### config.mk
export PLATFORM = sky130hd
export DESIGN_NAME = charmatrix_engine_flat
export DESIGN_NICKNAME = d
export VERILOG_FILES = /design/src/rtl/charmatrix_pkg.sv /design/src/rtl/charmatrix_if.sv /design/src/rtl/charmatrix_textbuf.sv /design/src/rtl/charmatrix_engine.sv /design/src/flat_wrapper.sv
export SDC_FILE = /design/constraint.sdc
export NUM_CORES = 1
export LEC_CHECK = 0
export ABC_CLOCK_PERIOD_IN_PS = 2260
export CAP_MARGIN = 20
export CORE_MARGIN = 8
export CORE_UTILIZATION = 54
export DETAILED_ROUTE_END_ITERATION = 10
export PLACE_DENSITY = 0.81
export SYNTH_ARGS = -nofsm -noshare
export SYNTH_HDL_FRONTEND = slang
export SYNTH_SLANG_ARGS = --single-unit
### constraint.sdc
create_clock -name clk -period 2.26 [get_ports clk]
set_input_delay 0.226 -clock clk [delete_from_list [all_inputs] [get_ports clk]]
set_output_delay 0.226 -clock clk [all_outputs]
set_load 0.05 [all_outputs]
### src/rtl/charmatrix_pkg.sv
// Shared definitions for the character-matrix engine: FSM encoding,
// buffer entry layout, blank character and per-channel colour scaling.
package charmatrix_pkg;

    typedef enum logic [1:0] {
        IDLE  = 2'd0,
        FETCH = 2'd1,
        LOAD  = 2'd2,
        SEND  = 2'd3
    } state_t;

    localparam logic [7:0] BLANK_CHAR = 8'h20;

    typedef struct packed {
        logic [7:0] ch;
        logic [3:0] color;
    } cell_t;

    // One 8-bit channel dimmed by a logical right shift; channels never interact
    function automatic logic [7:0] scale_chan(input logic [7:0] c, input logic [2:0] sh);
        return c >> sh;
    endfunction

endpackage

### src/rtl/charmatrix_if.sv
// Text-write handshake and pixel stream of the character-matrix engine.
interface charmatrix_if #(
    parameter int COLOR_W = 24
);
    logic               wr_valid;
    logic               wr_ready;
    logic [7:0]         wr_char;
    logic [3:0]         wr_color;
    logic [COLOR_W-1:0] px_data;
    logic               px_valid;
    logic               px_ready;
    logic               px_last;

    // Producer of text / consumer of pixels
    modport master (
        output wr_valid, wr_char, wr_color, px_ready,
        input  wr_ready, px_data, px_valid, px_last
    );

    // The engine itself
    modport slave (
        input  wr_valid, wr_char, wr_color, px_ready,
        output wr_ready, px_data, px_valid, px_last
    );
endinterface

### src/rtl/charmatrix_textbuf.sv
// Text/colour buffer: wrap or scroll writes, single-cycle clear, one read port.
module charmatrix_textbuf
    import charmatrix_pkg::*;
#(
    parameter int NUM_CHARS = 4,
    parameter int PTR_W     = 2
) (
    input  logic             clk,
    input  logic             rst_n,
    input  logic             i_wr_en,
    input  logic             i_clear,
    input  logic             i_mode,
    input  logic [7:0]       i_char,
    input  logic [3:0]       i_color,
    input  logic [PTR_W-1:0] i_rd_idx,
    output logic [7:0]       o_rd_char,
    output logic [3:0]       o_rd_color
);
    localparam logic [PTR_W-1:0] LAST_IDX = PTR_W'(NUM_CHARS - 1);

    cell_t            r_buf [NUM_CHARS];
    logic [PTR_W-1:0] r_wr_ptr;

    // Buffer update: clear beats a same-cycle write; scroll shifts toward cell 0
    always_ff @(posedge clk or negedge rst_n) begin
        if (!rst_n) begin
            for (int i = 0; i < NUM_CHARS; i++) r_buf[i] <= '{ch: BLANK_CHAR, color: 4'd0};
            r_wr_ptr <= '0;
        end else if (i_clear) begin
            for (int i = 0; i < NUM_CHARS; i++) r_buf[i] <= '{ch: BLANK_CHAR, color: 4'd0};
            r_wr_ptr <= '0;
        end else if (i_wr_en) begin
            if (i_mode) begin
                for (int i = 0; i < NUM_CHARS - 1; i++) r_buf[i] <= r_buf[i+1];
                r_buf[NUM_CHARS-1] <= '{ch: i_char, color: i_color};
            end else begin
                r_buf[r_wr_ptr] <= '{ch: i_char, color: i_color};
                r_wr_ptr        <= (r_wr_ptr == LAST_IDX) ? '0 : r_wr_ptr + PTR_W'(1);
            end
        end
    end

    assign o_rd_char  = r_buf[i_rd_idx].ch;
    assign o_rd_color = r_buf[i_rd_idx].color;

endmodule

### src/rtl/charmatrix_engine.sv
// Character-matrix engine: walks every cell, looks up glyph and colour ROMs,
// and streams one dimmed pixel per glyph bit to the LED driver.
module charmatrix_engine
    import charmatrix_pkg::*;
#(
    parameter int NUM_CHARS  = 4,
    parameter int GLYPH_BITS = 35,
    parameter int COLOR_W    = 24
) (
    input  logic                  clk,
    input  logic                  rst_n,
    charmatrix_if.slave           bus,
    input  logic                  mode,
    input  logic                  clear,
    input  logic [2:0]            bright,
    input  logic                  refresh_req,
    output logic                  busy,
    output logic [7:0]            glyph_addr,
    input  logic [GLYPH_BITS-1:0] glyph_data,
    output logic [3:0]            color_addr,
    input  logic [COLOR_W-1:0]    color_data
);
    localparam int CELL_W = (NUM_CHARS > 1) ? $clog2(NUM_CHARS) : 1;
    localparam int BIT_W  = (GLYPH_BITS > 1) ? $clog2(GLYPH_BITS) : 1;
    localparam int NCH    = COLOR_W / 8;
    localparam logic [CELL_W-1:0] LAST_CELL = CELL_W'(NUM_CHARS - 1);
    localparam logic [BIT_W-1:0]  LAST_BIT  = BIT_W'(GLYPH_BITS - 1);

    state_t                r_state,     w_state_n;
    logic [CELL_W-1:0]     r_cell,      w_cell_n;
    logic [BIT_W-1:0]      r_bit,       w_bit_n;
    logic [GLYPH_BITS-1:0] r_glyph,     w_glyph_n;
    logic [COLOR_W-1:0]    r_color,     w_color_n;
    logic [COLOR_W-1:0]    r_px_data,   w_px_data_n;
    logic                  r_px_valid,  w_px_valid_n;
    logic                  r_px_last,   w_px_last_n;

    logic                  w_wr_en;
    logic [7:0]            w_rd_char;
    logic [3:0]            w_rd_color;
    logic [COLOR_W-1:0]    w_scaled;

    assign bus.wr_ready = !clear;
    assign w_wr_en      = bus.wr_valid && !clear;

    charmatrix_textbuf #(
        .NUM_CHARS (NUM_CHARS),
        .PTR_W     (CELL_W)
    ) u_textbuf (
        .clk        (clk),
        .rst_n      (rst_n),
        .i_wr_en    (w_wr_en),
        .i_clear    (clear),
        .i_mode     (mode),
        .i_char     (bus.wr_char),
        .i_color    (bus.wr_color),
        .i_rd_idx   (r_cell),
        .o_rd_char  (w_rd_char),
        .o_rd_color (w_rd_color)
    );

    // ROM addresses always follow the current cell; they are only sampled in FETCH
    assign glyph_addr = w_rd_char;
    assign color_addr = w_rd_color;

    // Dim the latched colour with the brightness in force at LOAD time
    for (genvar c = 0; c < NCH; c++) begin : g_chan
        assign w_scaled[c*8 +: 8] = scale_chan(r_color[c*8 +: 8], bright);
    end

    assign busy         = (r_state != IDLE);
    assign bus.px_data  = r_px_data;
    assign bus.px_valid = r_px_valid;
    assign bus.px_last  = r_px_last;

    // State and datapath registers
    always_ff @(posedge clk or negedge rst_n) begin
        if (!rst_n) begin
            r_state    <= IDLE;
            r_cell     <= '0;
            r_bit      <= '0;
            r_glyph    <= '0;
            r_color    <= '0;
            r_px_data  <= '0;
            r_px_valid <= 1'b0;
            r_px_last  <= 1'b0;
        end else begin
            r_state    <= w_state_n;
            r_cell     <= w_cell_n;
            r_bit      <= w_bit_n;
            r_glyph    <= w_glyph_n;
            r_color    <= w_color_n;
            r_px_data  <= w_px_data_n;
            r_px_valid <= w_px_valid_n;
            r_px_last  <= w_px_last_n;
        end
    end

    // Next state: fetch a cell once, then LOAD/SEND each of its glyph bits
    always_comb begin
        w_state_n    = r_state;
        w_cell_n     = r_cell;
        w_bit_n      = r_bit;
        w_glyph_n    = r_glyph;
        w_color_n    = r_color;
        w_px_data_n  = r_px_data;
        w_px_valid_n = r_px_valid;
        w_px_last_n  = r_px_last;
        case (r_state)
            IDLE: begin
                if (refresh_req) begin
                    w_state_n = FETCH;
                    w_cell_n  = '0;
                    w_bit_n   = '0;
                end
            end
            FETCH: begin
                w_glyph_n = glyph_data;
                w_color_n = color_data;
                w_state_n = LOAD;
            end
            LOAD: begin
                w_px_data_n  = r_glyph[r_bit] ? w_scaled : '0;
                w_px_valid_n = 1'b1;
                w_px_last_n  = (r_cell == LAST_CELL) && (r_bit == LAST_BIT);
                w_state_n    = SEND;
            end
            SEND: begin
                if (bus.px_ready) begin
                    w_px_valid_n = 1'b0;
                    w_px_last_n  = 1'b0;
                    if (r_bit != LAST_BIT) begin
                        w_bit_n   = r_bit + BIT_W'(1);
                        w_state_n = LOAD;
                    end else if (r_cell == LAST_CELL) begin
                        w_state_n = IDLE;
                    end else begin
                        w_cell_n  = r_cell + CELL_W'(1);
                        w_bit_n   = '0;
                        w_state_n = FETCH;
                    end
                end
            end
            default: w_state_n = IDLE;
        endcase
    end

endmodule

### src/flat_wrapper.sv
// flat-port wrapper written by rule: the top's interface ports become plain ports
module charmatrix_engine_flat import charmatrix_pkg::*;
#(
    parameter int NUM_CHARS  = 4,
    parameter int GLYPH_BITS = 35,
    parameter int COLOR_W    = 24
)
  (clk, rst_n, mode, clear, bright, refresh_req, busy, glyph_addr, glyph_data, color_addr, color_data, bus_wr_valid, bus_wr_char, bus_wr_color, bus_px_ready, bus_wr_ready, bus_px_data, bus_px_valid, bus_px_last);
  charmatrix_if #(.COLOR_W(COLOR_W)) bus_i ();
  input  logic clk;
  input  logic rst_n;
  input  logic mode;
  input  logic clear;
  input  logic [2:0] bright;
  input  logic refresh_req;
  output logic busy;
  output logic [7:0] glyph_addr;
  input  logic [GLYPH_BITS-1:0] glyph_data;
  output logic [3:0] color_addr;
  input  logic [COLOR_W-1:0] color_data;
  input wire logic [$bits(bus_i.wr_valid)-1:0] bus_wr_valid;
  input wire logic [$bits(bus_i.wr_char)-1:0] bus_wr_char;
  input wire logic [$bits(bus_i.wr_color)-1:0] bus_wr_color;
  input wire logic [$bits(bus_i.px_ready)-1:0] bus_px_ready;
  output wire logic [$bits(bus_i.wr_ready)-1:0] bus_wr_ready;
  output wire logic [$bits(bus_i.px_data)-1:0] bus_px_data;
  output wire logic [$bits(bus_i.px_valid)-1:0] bus_px_valid;
  output wire logic [$bits(bus_i.px_last)-1:0] bus_px_last;
  assign bus_i.wr_valid = bus_wr_valid;
  assign bus_i.wr_char = bus_wr_char;
  assign bus_i.wr_color = bus_wr_color;
  assign bus_i.px_ready = bus_px_ready;
  assign bus_wr_ready = bus_i.wr_ready;
  assign bus_px_data = bus_i.px_data;
  assign bus_px_valid = bus_i.px_valid;
  assign bus_px_last = bus_i.px_last;
  charmatrix_engine #(.NUM_CHARS(NUM_CHARS), .GLYPH_BITS(GLYPH_BITS), .COLOR_W(COLOR_W)) u_core (.clk(clk), .rst_n(rst_n), .bus(bus_i), .mode(mode), .clear(clear), .bright(bright), .refresh_req(refresh_req), .busy(busy), .glyph_addr(glyph_addr), .glyph_data(glyph_data), .color_addr(color_addr), .color_data(color_data));
endmodule
# Word level (Yosys, flattened, before mapping)
# Index checks and enable logic that the tools add are counted.
[op_classes]
n_addsub = 3
magnitude_cmp = 4
eq_ne = 13
shift = 3
mux = 34
bitwise = 2
reduce_logical = 14
[ops]
columns = ["op", "n"]
rows = [
  ["$mux W48", 3],
  ["$bwmux W48", 1],
  ["$mux W12", 3],
  ["$bmux W12 S2", 1],
  ["$demux W12 S2", 1],
  ["$mux W24", 1],
  ["$mux W6", 4],
  ["$shr A8 B3 Y8", 3],
  ["$mux W2", 11],
  ["$pmux W6 S2", 1],
  ["$eq A2 B2 Y1 const B", 4],
  ["$ne A2 B2 Y1 const B", 4],
  ["$pmux W2 S4", 1],
  ["$reduce_bool A2 Y1", 4],
  ["$lt A6 B7 Y1 const B", 1],
  ["$add A6 B1 Y6 const B", 1],
  ["$bmux W1 S6", 1],
  ["$eq A6 B6 Y1 const B", 1],
  ["$ge A3 B3 Y1 const B", 2],
  ["$ne A6 B6 Y1 const B", 1],
  ["$not A2 Y3", 2],
  ["$reduce_and A2 Y1", 3],
  ["$reduce_and A5 Y1", 1],
  ["$add A2 B1 Y2 const B", 2],
  ["11 further kinds", 16],
]
[word_totals]
regBits = 145
inputBits = 81
output_inout_bits = 40
word_cells = 90

# Depth between registers and ports, before layout
# Gate-level depths: netlist of run 1.
[logic_depth]
ltp_word = 9
depth_mapped = 9
mapped_depth_nobuf = 7

# Cells and area by module
# A second synthesis of run 1 with hierarchy kept.
[unflattened]
cells_unflattened = 613
hier_area_um2 = 7582.3
[modules_own_cells]
columns = ["mod", "n_inst", "cells_each", "area_each_um2", "seq_area_each_um2"]
rows = [
  ["charmatrix_engine", 1, 390, 4722.0, 2377.3],
  ["charmatrix_textbuf", 1, 223, 2860.2, 1256.2],
]

# Least setup slack after synthesis of run 1
# OpenSTA, ideal clock, no wires.
[synth_path]
path_kind = "reg-to-reg"
startpoint = "register u_core.r_state[1]"
endpoint = "register u_core.r_glyph[23]"
setup_ps = 125
t_arrival_ps = 1850
required_time_ps = 2135
path_slack_ps = 286
stages_incl_launch_ff = 7
n_path_buf = 3
period_less_slack_ps = 1974
cell_sequence = "dfrtp_1 inv_1 ha_1 clkbuf_1 clkbuf_1 buf_1 mux2_2"
[synth_between]
elab_chain_len = 1
[synth_lines]
columns = ["item", "line_no", "text"]
rows = [
  ["from (decl)", "charmatrix_engine.sv:29", "state_t r_state, w_state_n;"],
  ["from (signal assigned)", "charmatrix_engine.sv:88", "r_state <= w_state_n;"],
  ["$eq A2 B1 Y1", "charmatrix_engine.sv:109", "case (r_state)"],
  ["to (signal assigned)", "charmatrix_engine.sv:91", "r_glyph <= w_glyph_n;"],
  ["to (decl)", "charmatrix_engine.sv:32", "logic [GLYPH_BITS-1:0] r_glyph, w_glyph_n;"],
]
# Every way passes these cells.
# A chain may end at the register's enable or synchronous reset.

# Worst setup path in the final report of run 1
[layout_path]
startpoint = "register u_core.r_bit[0]"
endpoint = "register u_core.r_px_data[17] (netlist: u_core.bus.px_data[17])"
[layout_between]
elab_chain_len = 3
[layout_lines]
columns = ["item", "line_no", "text"]
rows = [
  ["from (decl)", "charmatrix_engine.sv:31", "logic [BIT_W-1:0] r_bit, w_bit_n;"],
  ["from (signal assigned)", "charmatrix_engine.sv:90", "r_bit <= w_bit_n;"],
  ["$bmux W1 S6", "charmatrix_engine.sv:123", "w_px_data_n = r_glyph[r_bit] ? w_scaled : '0;"],
  ["$mux W1 (implied by the code)", "charmatrix_engine.sv:123", ""],
  ["$mux W24", "charmatrix_engine.sv:123", ""],
  ["to (signal assigned)", "charmatrix_engine.sv:93", "r_px_data <= w_px_data_n;"],
  ["to (decl)", "charmatrix_engine.sv:34", "logic [COLOR_W-1:0] r_px_data, w_px_data_n;"],
]
# Every way passes these cells. The select of a mux whose other input is x is not followed.

==> results of run 1 <==
## flip-flops by register name, indices dropped and copies added, names as in the netlist
signal and cells:
u_core.r_glyph 35, u_core.r_bit 6, u_core.u_textbuf.r_buf 48, u_core.r_cell 2
u_core.r_color 24, u_core.bus.px_valid 1, u_core.r_state 2, u_core.u_textbuf.r_wr_ptr 2
u_core.bus.px_data 24, u_core.bus.px_last 1
## cells by family (layout without fill, tap and decap cells)
family / count (synthesis) / in the layout / share of synthesized area, %
buf+inv: 81 / 209 / 4.85
mux: 105 / 105 / 19.7
xor+xnor: 4 / 4 / 0.471
compound gates: 161 / 161 / 14.9
simple gates: 154 / 154 / 9.39
fa+ha+maj: 11 / 11 / 1.85
flops: 145 / 145 / 48.9
## critical path, stage by stage, from the launching register on
cell	delay, ns
dfrtp_1	0.54
buf_4	0.23
mux4_2	0.51
o2111ai_2	0.21
o311a_4	0.41
o32ai_1	0.15
## stage by stage
step | cell area, um^2 | setup WS [ns]
4_1_cts | 9430 | 0.0970
5_1_grt | 9450 | 0.0265
6_report | 9450 | 0.0788
2_1_floorplan | 7440 | 0.286
3_5_place_dp | 8860 | 0.124
3_3_place_gp | 8860 | 0.211
## repair_timing
item / CTS / global route
cloned: 0 / 0
endpoints found under the hold margin: 55 / 0
hold buffers: 1 / 0
gates resized for setup: 1 / 3
setup endpoints to repair: 1 / 6
## synth_stat cells (7+ instances only)
master / instances / area share (%)
o21ai_0: 41 / 2.8
o32ai_1: 15 / 1.8
clkbuf_1: 36 / 1.8
mux2i_1: 15 / 2.0
a211oi_1: 7 / 0.71
o41ai_1: 9 / 1.1
a21oi_1: 22 / 1.5
nand3_1: 11 / 0.74
mux2_2: 64 / 9.7
nor2_1: 20 / 1.0
o21a_1: 9 / 0.91
dfrtp_1: 141 / 47
ha_1: 11 / 1.9
nor2b_1: 18 / 1.5
inv_1: 29 / 1.5
nand2_1: 82 / 4.1
mux4_2: 24 / 7.3
a22oi_1: 37 / 3.7
## worst max path at each step
stage / start / to / slack [ns] / cells after the start
final: u_core.r_bit[0]$_DFFE_PN0P_ / u_core.bus.px_data[17]$_DFFE_PN0P_ / 0.08 / 5
after global routing: u_core.r_bit[0]$_DFFE_PN0P_ / u_core.bus.px_data[15]$_DFFE_PN0P_ / 0.03 / 5
after CTS: u_core.r_bit[0]$_DFFE_PN0P_ / u_core.bus.px_data[16]$_DFFE_PN0P_ / 0.1 / 5
after detailed placement: u_core.r_bit[0]$_DFFE_PN0P_ / u_core.bus.px_data[16]$_DFFE_PN0P_ / 0.12 / 5
after global placement: u_core.r_bit[0]$_DFFE_PN0P_ / u_core.bus.px_data[8]$_DFFE_PN0P_ / 0.21 / 5
after floorplan: u_core.r_state[1]$_DFFE_PN0P_ / u_core.r_glyph[23]$_DFFE_PN0N_ / 0.29 / 6
## placed cells by master (no fill, tap or decap), types with 17 or more instances in the layout
cell | synthesis | routed
dfrtp_1 | 141 | 140
clkdlybuf4s50_1 | 0 | 105
nand2_1 | 82 | 82
mux2_2 | 64 | 64
o21ai_0 | 41 | 41
a22oi_1 | 37 | 37
buf_4 | 3 | 33
inv_1 | 29 | 29
mux4_2 | 24 | 24
a21oi_1 | 22 | 22
nor2_1 | 20 | 20
nor2b_1 | 18 | 17
clkbuf_16 | 0 | 17
## layer usage
metal	GRT usage (%)	vias to the layer above	wire length (um)
li1	-	2654	-
met1	25.9	2889	7510
met2	36.1	236	9650
met3	5.08	40	1260
met4	7.86	2	419
met5	0	-	11
## final cells by class
cell class	count	area share, %
clock inverter	5	0.530
clock buffer	27	5.43
inverter	30	1.19
timing repair buffer	147	15.3
multi-input combinational	435	36.6
tap	180	2.38
sequential	145	38.5
## power by group through the flow
stage                     combinational, mW  sequential [mW]  clock [mW]
after global routing                   4.74             4.15        2.82
after detailed placement               4.39             4.07           0
after CTS                              4.44             4.05        2.72
after global placement                 4.25             4.01           0
final                                  4.46             4.06        2.69
after floorplan                        2.79             4.32           0
==> flow_summary.yaml, run 1 <==
run_status:
  outcome: "finished clean"
routing:
  ant_nets: 0
  drt_iter0_markers: 540
  wirelength_mm: 18.8
  vias_per_cell: 6.01
  first_pass_iters: 5
  drc: 0
  vias: 5821
  wl_per_cell_um: 19.4
place:
  dp_hpwl_mm: 12.9
  gp_congestion: 0.860
  placed_cells: 936
  port_buffers: 120
synthesis:
  yosysSeqAreaShare_pct: 48.9
  synth-main-ff-cell: "dfrtp_1"
  syn-num-nets: 753
  synth_cells: 661
  syn_area_mm2: 0.00744
  ys_ff_latch: 145
  async_flop_share_pct: 100
  ys_types: 50
  avgSynthCellArea_um2: 11.3
  synth-edff-count: 0
  synth-warning-count: 0
power:
  cellPowerDensity_mw_per_mm2: 1190
  p_leak_nw: 3.88
  power_frac_comb_pct: 39.8
  peakVddDrop_uv: 610
  p_int_mw: 7.15
  seqPwrFrac_pct: 36.3
  p_sw_share_pct: 36.2
  p_switching_mw: 4.06
  p_total_mw: 11.2
  clock_power_share_pct: 24.0
clock_tree:
  cts-buffers-inserted: 17
  clkSinkCount: 145
  post_cts_buffers: 0
  cts_tree: "done"
  clockBufferDepth: 2
  cts_max_level: 4
  root_buffer: "clkbuf_16"
  clock_latency_ns: 0.42
  clk_pin_slew_ns: 0.06
finish:
  layout-drive-gt1-share_pct: 21.0
  final_cells: 969
  seq_area_mm2: 0.00363
  finalNetCount: 868
  areaGrowthSynthToFinish_pct: 27.0
  final_util_pct: 69.1
  nFillCells: 999
  diodes: 0
  multiInputGateArea_mm2: 0.00346
floorplan:
  pin_count: 121
  die_x_um: 133
  core_area_mm2: 0.0137
  rows: 43
  dieArea_mm2: 0.0178
  start_util_pct: 54.4
  die_y_um: 133
timing:
  post-route-period-util_pct: 96.5
  max_freq_ghz: 0.458
  worstMarginPinSlew_ns: 0.581
  fin_setup_tns_ns: 0
  drv_slew: 0
  setup_viol: 0
  hold_violations: 0
  skew_ns: 0.00814
  holdWs_ns: 0.347
  grt_setup_unrepaired: "no"
  relSlewSlack_pct: 61.3
  min_period_ns: 2.18
worst_setup_path:
  worstPathArrival_ns: 2.47
  start_kind: "flop"
  critPathMaxFanout: 24
  worstPathRequired_ns: 2.55
  rr_endpoint: "u_core.bus.px_data[17]$_DFFE_PN0P_"
  worst-r2r-cell-count: 5
  end_kind: "flop"
  r2r_start: "u_core.r_bit[0]$_DFFE_PN0P_"
  worstSetupPathType: "reg2reg"
  r2r_setup_slack_ns: 0.08
global_routing:
  grt_overflow_total: 0
  grt_pass1_vias: 5895
  grtUsageTotal_pct: 21.3
  grt_antenna_before_repair: 1
  grt_pass1_wl_mm: 30.2
  grt_max_degree: 71
worst_hold_path:
  hp-class: "in2async"
run:
  maxCapViolCount: 0
Power figures use the tool's default switching activity.
==> run 2, diff against run 1 <==
--- a/config.mk
+++ b/config.mk
@@ -10,7 +10,8 @@
 export CORE_MARGIN = 8
 export CORE_UTILIZATION = 54
 export DETAILED_ROUTE_END_ITERATION = 10
-export PLACE_DENSITY = 0.81
+export PLACE_DENSITY = 0.8
 export SYNTH_ARGS = -nofsm -noshare
 export SYNTH_HDL_FRONTEND = slang
+export SYNTH_HIERARCHICAL = 1
 export SYNTH_SLANG_ARGS = --single-unit
==> run 2 against run 1 <==
Net effect: die area increased by 1.7%; global-route usage about the same; clock skew increased by 0.0014 ns; final area increased by 1.0%; setup slack improved by 0.023 ns; sequential power decreased by 13%; sequential share of layout area decreased by 0.37 points; critical path type unchanged; highest routed layer unchanged.
==> flow_summary.yaml, run 2 <==
run_status:
  outcome: "finished clean"
timing:
  min_period_ns: 2.16
  post-route-period-util_pct: 95.5
  hold_violations: 0
  worstMarginPinSlew_ns: 0.949
  setup_viol: 0
  max_freq_ghz: 0.463
  relSlewSlack_pct: 36.6
  fin_setup_tns_ns: 0
  fin_ws_ns: 0.102
  skew_ns: 0.00955
  drv_slew: 0
  grt_setup_unrepaired: "no"
synthesis:
  synth_top_cell_by_area: "dfrtp_1"
  ys_ff_latch: 145
  synth-main-ff-cell: "dfrtp_1"
  yosysSeqAreaShare_pct: 47.9
  syn_area_mm2: 0.00758
  synth_cells: 613
  synth.top_cell.area_share_pct: 46.5
  yosysMostFrequentCell: "dfrtp_1"
  synth-warning-count: 6
  ys_types: 52
  synth_commonest_cells: "141 x dfrtp_1, 91 x mux2_2, 48 x nand2_1, 35 x a22o_1, 28 x nor2b_1"
  async_flop_share_pct: 100
  avgSynthCellArea_um2: 12.4
  synth-edff-count: 0
  syn-num-nets: 702
  netlist_top_cells_area: "dfrtp_1 47%, mux2_2 14%, mux4_2 5.9%, a22o_1 4.0%, mux2i_1 3.2%"
worst_setup_path:
  worst-r2r-cell-count: 6
  critPathMaxFanout: 24
  worstPathRequired_ns: 2.55
  start_kind: "flop"
  end_kind: "flop"
  worstSetupPathType: "reg2reg"
  worstPathArrival_ns: 2.45
global_routing:
  grt_pass1_wl_mm: 30.5
  grtUsageTotal_pct: 21.3
  grt_pass1_vias: 5828
  grt_overflow_total: 0
  grt_antenna_before_repair: 1
  grt_max_degree: 63
power:
  peakVddDrop_uv: 636
  cellPowerDensity_mw_per_mm2: 944
  p_leak_nw: 4.19
routing:
  drt_iter0_markers: 500
  drc: 0
  wl_per_cell_um: 20.5
  ant_nets: 0
  vias: 5590
  vias_per_cell: 6.03
  wirelength_mm: 19.0
  first_pass_iters: 7
clock_tree:
  clock_latency_ns: 0.42
  root_buffer: "clkbuf_16"
  cts_max_level: 4
  clockBufferDepth: 2
  post_cts_buffers: 0
  clkSinkCount: 145
  cts-buffers-inserted: 17
  clk_pin_slew_ns: 0.06
  cts_tree: "done"
finish:
  final_common_cell: "dfrtp_1"
  largest_reg_flops: 48
  final_util_pct: 69.3
  top_regs: "u_core/u_textbuf/r_buf: 48 flops, u_core/r_glyph: 35 flops"
  layout-drive-gt1-share_pct: 28.1
  areaGrowthSynthToFinish_pct: 25.8
  diodes: 0
  finalNetCount: 823
  layout_common_cells: "139 x dfrtp_1, 105 x clkdlybuf4s50_1, 91 x mux2_2, 48 x nand2_1, 35 x a22o_1"
  regMostFlops: "u_core/u_textbuf/r_buf"
floorplan:
  start_util_pct: 55.1
  die_y_um: 134
  rows: 43
  dieArea_mm2: 0.0181
  die_x_um: 134
  pin_count: 121
  core_area_mm2: 0.0138
place:
  place_ws_ns: 0.0160
  dp_hpwl_mm: 13.6
  port_buffers: 120
  gp_congestion: 0.842
worst_hold_path:
  hp-class: "in2async"
run:
  maxCapViolCount: 0
[run 2: worst paths after layout]
path                       slack, ns                         startpoint                                     end
hold reg to reg                 0.48  u_core/bus.px_data[0]$_DFFE_PN0P_       u_core/bus.px_data[0]$_DFFE_PN0P_
hold / removal                  0.26                              rst_n  u_core/u_textbuf/r_buf[44]$_DFFE_PN0P_
setup / recovery                0.10        u_core/r_bit[0]$_DFFE_PN0P_       u_core/bus.px_data[3]$_DFFE_PN0P_
max in group asynchronous       1.31                              rst_n             u_core/r_bit[0]$_DFFE_PN0P_
setup reg to reg                0.10        u_core/r_bit[0]$_DFFE_PN0P_       u_core/bus.px_data[3]$_DFFE_PN0P_
min in group clk                0.41                      color_data[6]           u_core/r_color[6]$_DFFE_PN0N_
[run 2: where the power goes]
group | switching, mW | internal [mW]
registers | 0.425 | 3.11
logic | 1.58 | 1.32
clock network | 1.16 | 1.43
[run 2: area by class of cell]
type | instances | area (um^2)
clock inverters | 15 | 124
fillers | 994 | 4230
inverters | 13 | 48.8
repair buffers | 147 | 1440
clock buffers | 17 | 425
multi-input cells | 410 | 3640
well taps | 180 | 225
flip-flops and latches | 145 | 3640
[run 2: metal layers]
metal / vias up / global-route usage, % / routed length [um]
li1: 2533 / - / -
met1: 2816 / 27.0 / 8050
met2: 210 / 34.5 / 9310
met3: 29 / 5.53 / 1250
met4: 2 / 8.11 / 333
met5: - / 0 / 13
[run 2: through the flow]
step                      cells  power [mW]  hold WS (ns)  instance area [um^2]
after floorplan             613        5.46       -0.0696                  7580
after global placement      894        6.32         0.146                  8980
after detailed placement    894        6.44         0.152                  8980
after CTS                   927        9.06         0.265                  9540
after global routing        927        9.42         0.295                  9540
final                       927        9.01         0.265                  9540
[run 2: repair_timing]
item | CTS | global route
hold buffers | 1 | 0
setup endpoints to repair | 6 | 15
gates resized for setup | 2 | 2
hold endpoints to repair | 34 | 0
[run 2: cell families after synthesis]
kind of cell / Yosys count / share of synthesized area [%]
AOI/OAI and AO/OA: 131 / 13.5
adders and majority gates: 8 / 1.32
buffers and inverters: 58 / 4.17
DFF: 145 / 47.9
muxes: 139 / 24.0
and+or+nand+nor: 132 / 9.08
[run 2: worst max-delay path: stages (launching register included)]
cell	delay, ns
dfrtp_2	0.47
mux4_1	0.58
mux2_2	0.29
o221ai_2	0.18
o311a_4	0.23
buf_12	0.17
o31ai_1	0.10
